--- src/rtl/regfile_debug_port.sv ---
// Debug access engine for the halted core's register file: streams x0..x31 out
// (DUMP) or writes an incoming word stream into x1..x31 (LOAD).
module regfile_debug_port #(
  parameter int DATA_WIDTH   = 32,
  parameter int REGISTER_NUM = 32,
  parameter int ADDR_WIDTH   = $clog2(REGISTER_NUM)
) (
  input  logic                  clk,
  input  logic                  reset,
  input  logic                  startDump,
  input  logic                  startLoad,
  output logic                  busy,
  output logic                  done,
  output logic [ADDR_WIDTH-1:0] rfSrcRegister,
  input  logic [DATA_WIDTH-1:0] rfReadData,
  output logic                  rfWriteEnable,
  output logic [ADDR_WIDTH-1:0] rfDesRegister,
  output logic [DATA_WIDTH-1:0] rfWriteData,
  output logic                  dumpValid,
  input  logic                  dumpReady,
  output logic [ADDR_WIDTH-1:0] dumpIndex,
  output logic [DATA_WIDTH-1:0] dumpData,
  input  logic                  loadValid,
  output logic                  loadReady,
  input  logic [DATA_WIDTH-1:0] loadData
);

  typedef enum logic [2:0] {
    IDLE       = 3'd0,
    DUMP_FETCH = 3'd1,
    DUMP_SEND  = 3'd2,
    LOAD       = 3'd3,
    DONE       = 3'd4
  } state_e;

  localparam logic [ADDR_WIDTH-1:0] LAST_IDX = ADDR_WIDTH'(REGISTER_NUM - 1);
  localparam logic [ADDR_WIDTH-1:0] IDX_ONE  = ADDR_WIDTH'(1);
  localparam logic [ADDR_WIDTH-1:0] IDX_ZERO = {ADDR_WIDTH{1'b0}};
  localparam logic [DATA_WIDTH-1:0] DATA_ZERO = {DATA_WIDTH{1'b0}};

  state_e                  state_r;
  logic [ADDR_WIDTH-1:0]   idx_r;
  logic                    busy_r;
  logic                    done_r;
  logic [ADDR_WIDTH-1:0]   rfSrcRegister_r;
  logic                    dumpValid_r;
  logic [ADDR_WIDTH-1:0]   dumpIndex_r;
  logic [DATA_WIDTH-1:0]   dumpData_r;
  logic                    inLoad_s;
  logic                    loadBeat_s;

  // Load-state decode; the write strobe is qualified directly by the state register
  // so an async reset removes it without waiting for a clock edge.
  always_comb begin
    inLoad_s = 1'b0;
    if (state_r == LOAD) begin
      inLoad_s = 1'b1;
    end else begin
      inLoad_s = 1'b0;
    end
  end

  assign loadBeat_s = inLoad_s & loadValid;

  // RF write port and load handshake, forced to zero outside LOAD.
  always_comb begin
    loadReady     = 1'b0;
    rfWriteEnable = 1'b0;
    rfDesRegister = IDX_ZERO;
    rfWriteData   = DATA_ZERO;
    if (inLoad_s) begin
      loadReady     = 1'b1;
      rfWriteEnable = loadBeat_s;
      rfDesRegister = idx_r;
      rfWriteData   = loadData;
    end else begin
      loadReady     = 1'b0;
      rfWriteEnable = 1'b0;
    end
  end

  // Sequencer: state, register index and all registered outputs.
  always_ff @(posedge clk or posedge reset) begin
    if (reset) begin
      state_r         <= IDLE;
      idx_r           <= IDX_ZERO;
      busy_r          <= 1'b0;
      done_r          <= 1'b0;
      rfSrcRegister_r <= IDX_ZERO;
      dumpValid_r     <= 1'b0;
      dumpIndex_r     <= IDX_ZERO;
      dumpData_r      <= DATA_ZERO;
    end else begin
      done_r <= 1'b0;
      case (state_r)
        IDLE: begin
          // Dump has priority; a simultaneous load request is simply dropped.
          if (startDump) begin
            state_r         <= DUMP_FETCH;
            idx_r           <= IDX_ZERO;
            rfSrcRegister_r <= IDX_ZERO;
            busy_r          <= 1'b1;
          end else if (startLoad) begin
            state_r <= LOAD;
            idx_r   <= IDX_ONE;
            busy_r  <= 1'b1;
          end else begin
            state_r <= IDLE;
          end
        end
        DUMP_FETCH: begin
          dumpData_r  <= rfReadData;
          dumpIndex_r <= idx_r;
          dumpValid_r <= 1'b1;
          state_r     <= DUMP_SEND;
        end
        DUMP_SEND: begin
          if (dumpReady) begin
            dumpValid_r <= 1'b0;
            if (idx_r == LAST_IDX) begin
              state_r <= DONE;
              done_r  <= 1'b1;
            end else begin
              idx_r           <= idx_r + IDX_ONE;
              rfSrcRegister_r <= idx_r + IDX_ONE;
              state_r         <= DUMP_FETCH;
            end
          end else begin
            state_r <= DUMP_SEND;
          end
        end
        LOAD: begin
          if (loadBeat_s) begin
            if (idx_r == LAST_IDX) begin
              state_r <= DONE;
              done_r  <= 1'b1;
            end else begin
              idx_r <= idx_r + IDX_ONE;
            end
          end else begin
            state_r <= LOAD;
          end
        end
        DONE: begin
          state_r         <= IDLE;
          busy_r          <= 1'b0;
          idx_r           <= IDX_ZERO;
          rfSrcRegister_r <= IDX_ZERO;
        end
        default: begin
          state_r     <= IDLE;
          busy_r      <= 1'b0;
          idx_r       <= IDX_ZERO;
          dumpValid_r <= 1'b0;
        end
      endcase
    end
  end

  assign busy          = busy_r;
  assign done          = done_r;
  assign rfSrcRegister = rfSrcRegister_r;
  assign dumpValid     = dumpValid_r;
  assign dumpIndex     = dumpIndex_r;
  assign dumpData      = dumpData_r;

endmodule

--- config.mk ---
export PLATFORM = sky130hd
export DESIGN_NAME = regfile_debug_port
export DESIGN_NICKNAME = d
export VERILOG_FILES = /design/src/rtl/regfile_debug_port.sv
export SDC_FILE = /design/constraint.sdc
export NUM_CORES = 1
export LEC_CHECK = 0
export ABC_CLOCK_PERIOD_IN_PS = 6200
export CORE_ASPECT_RATIO = 0.7
export CORE_UTILIZATION = 41
export DETAILED_ROUTE_END_ITERATION = 6
export PLACE_DENSITY = 0.87
export SYNTH_ARGS = -nofsm -noshare
export SYNTH_HDL_FRONTEND = slang
export SYNTH_SLANG_ARGS = --single-unit
--- constraint.sdc ---
create_clock -name clk -period 6.2 [get_ports clk]
set_input_delay 0.62 -clock clk [delete_from_list [all_inputs] [get_ports clk]]
set_output_delay 0.62 -clock clk [all_outputs]
set_load 0.005 [all_outputs]
==> metrics <==
Mean Syn Cell Area=11.9 um2; Synth Register Bits=53; fillers=435; largest area contributor in the netlist=dfrtp_1; # hold bufs at CTS=0; worst-margin pin slew=1.17 ns; Nets=about 440; CP Class=register to output port; top post-synthesis cells by count=53 x dfrtp_1, 39 x and3_1, 39 x mux2_2, 10 x nor2_1, 8 x clkbuf_1; top-count cell post-synth=dfrtp_1; status=completed; Tmin final=between 3 and 4 ns; fmax=320 MHz; clk sink count=53; CTS tree=built; R2R setup slack=~3.6 ns; first-pass GRT wire length=between 10 and 15 mm; R2R cell count=4; CP Cell Sequence=inv_1, nor2_1, buf_4, and3_1, clkdlybuf4s50_1; Detailed Routing Iterations Pass 1=4; Static Leak=between 0.0015 and 0.002 uW; IO Pins=roughly 150; Die ar.=roughly 6600 um2; CP max stage cell=dfrtp_1; FF-to-FF End=dumpData[22]; number of hold violations in the final report=0; HPWL Detailed=between 5 and 6 mm; Synth top area share=51.3%; Skew-Pair Late Insertion Delay=0.30 ns; clock slew at reported path FFs=0.10 ns; maxcap violations=0; via/cell ratio=5.02; worst-path fanout max=slightly above 40; Post-synth EDFFs=0; hold crit path type=register to register; min-delay src=dumpData[30]; RSZ-0062 raised after global routing=no; ranking of synthesized cells by area=dfrtp_1 51%, mux2_2 17%, and3_1 9.4%; crit path launch type=register; Final Skew=0.00725 ns; final setup violation count=0; clk root buf=clkbuf_8; initial detailed-routing violation count=~130; clk buf depth=2; initial antenna violation count=0; vias in the first global route=about 2,100; Area growth, synth to finish=63.7%; Setup crit start=state_r[1]; Worst EP required=5.58 ns; Critical Path AT=~2.5 ns; Period Utilization, post-route=between 50 and 60%; core area=between 5000 and 6000 um2; Pins Over Slew Limit=0; Std-Cell Rows=23; Total GRT Usage=21.0%; number of antenna diodes=0; H-tree depth=2; post-route ant nets=0; number of port buffers=between 150 and 200; CP endpoint kind=output port; synthesized area=approximately 2600 um2; CTS resizes=0; post-layout util=around 72%; Synth Instances=between 200 and 250; die height=68.5 um; die width=between 90 and 100 um; ys async rst share=between 90% and 100%; WL/cell=15.5 um; gpl congestion=just over 0.8; sequential cell area=around 1300 um2; worst relative slew slack=around 22%; sequential share of the synthesized area=51.3%; multi-input logic area=1160 um2; CP max stage delay=approximately 0.8 ns; Power Density=about 470 nW/um2; via count=around 2,200; Crit path depth=5; CP delay by family, top=buffers and inverters; GRT overflow=0; total wire length=approximately 6.8 mm; largest net degree at the start of global routing=between 50 and 60; leading register cell type out of synthesis=dfrtp_1; Synth cell types=between 40 and 50; Yosys warning total=0; Bufs and invs on worst path=3; total clock buffers created by CTS=5; # Post-CTS Setup Buffers=0; Max IR drop VDD=about 250 uV; Reg2Reg Launch Point=state_r[0]; fraction of layout cells with a size suffix above 1=15.6%; DRC viols=0; Initial Util=43.8%; syn_nets=291; Setup TNS=0 ns; Worst Setup EP=rfWriteData[6]
==> registers in the layout, summed over array words and instances (netlist names) <==
register	flops
busy	1
done	1
dumpData	32
dumpIndex	5
dumpValid	1
idx_r	5
rfSrcRegister	5
state_r	3
==> final cells by class <==
class	instances	share of cell area, %
Clock buffer	5	1.63
Timing Repair Buffer	155	36.5
Inverter	4	0.355
Tap cell	75	2.22
Clock inverter	3	0.621
Sequential cell	53	31.3
Multi-Input combinational cell	146	27.3
==> placed cells by master (no fill, tap or decap), types with 2 or more instances in the layout <==
master             n
clkbuf_8           5
dfrtp_1           53
nor2_1            10
clkinvlp_4         2
nor2b_1            2
and3_1            39
nand3_1            7
nor3_1             4
inv_2              2
clkdlybuf4s50_1  153
mux2_2            39
nand2_1            4
inv_1              2
a41o_1             2
nand2b_1           5
mux2i_1            3
buf_4              2
ha_1               3
a21oi_1            6
==> power breakdown <==
group / internal (uW) / switching, uW / total [uW] / leakage [uW]
logic: 770 / 379 / 1150 / 0.00115
registers: 506 / 146 / 652 / 0.000641
clock network: 82.3 / 117 / 199 / 0.0000423
==> metal layers <==
layer | vias to the layer above | GRT usage [%] | wire, um | part of all wire [%]
li1 | 1072 | - | - | -
met1 | 1048 | 28.5 | 3130 | 46
met2 | 91 | 32.9 | 3110 | 45
met3 | 2 | 7.35 | 572 | 8.4
met4 | 0 | 3.92 | 26 | 0.38
met5 | - | 0 | 0 | 0
==> how the worst min path moves through the flow <==
| stage | slack (ns) | cells after the start | to |
|---|---|---|---|
| final | 0.51 | 1 | dumpData[30] |
| after global routing | 0.53 | 1 | dumpData[12] |
| after CTS | 0.52 | 1 | rfSrcRegister[0] |
| after detailed placement | 0.49 | 1 | rfSrcRegister[0] |
| after global placement | 0.47 | 2 | rfSrcRegister[3] |
| after floorplan | 0.47 | 2 | rfSrcRegister[3] |
==> cells by family (layout without fill, tap and decap cells) <==
group / count (synthesis) / count (layout) / synth area share [%]
muxes: 42 / 42 / 18.1
and+or+nand+nor: 79 / 79 / 18.1
xor gates and xnor gates: 2 / 2 / 0.677
AOI/OAI and AO/OA: 20 / 20 / 6.39
buffers and inverters: 19 / 167 / 3.97
DFF: 53 / 53 / 51.3
adders and majority gates: 3 / 3 / 1.45
==> metrics by stage <==
step                setup slack, ns  hold slack (ns)  power (uW)  instance area [um2]  std cells
floorplan                      3.98            0.474        1160                 2590        218
global placement               3.55            0.468        1780                 4140        433
detailed placement             3.43            0.495        1820                 4140        433
CTS                            3.10            0.518        2020                 4230        441
global route                   2.90            0.532        2140                 4230        441
finish                         3.08            0.514        2000                 4230        441
(Power assumes the default switching activity.)
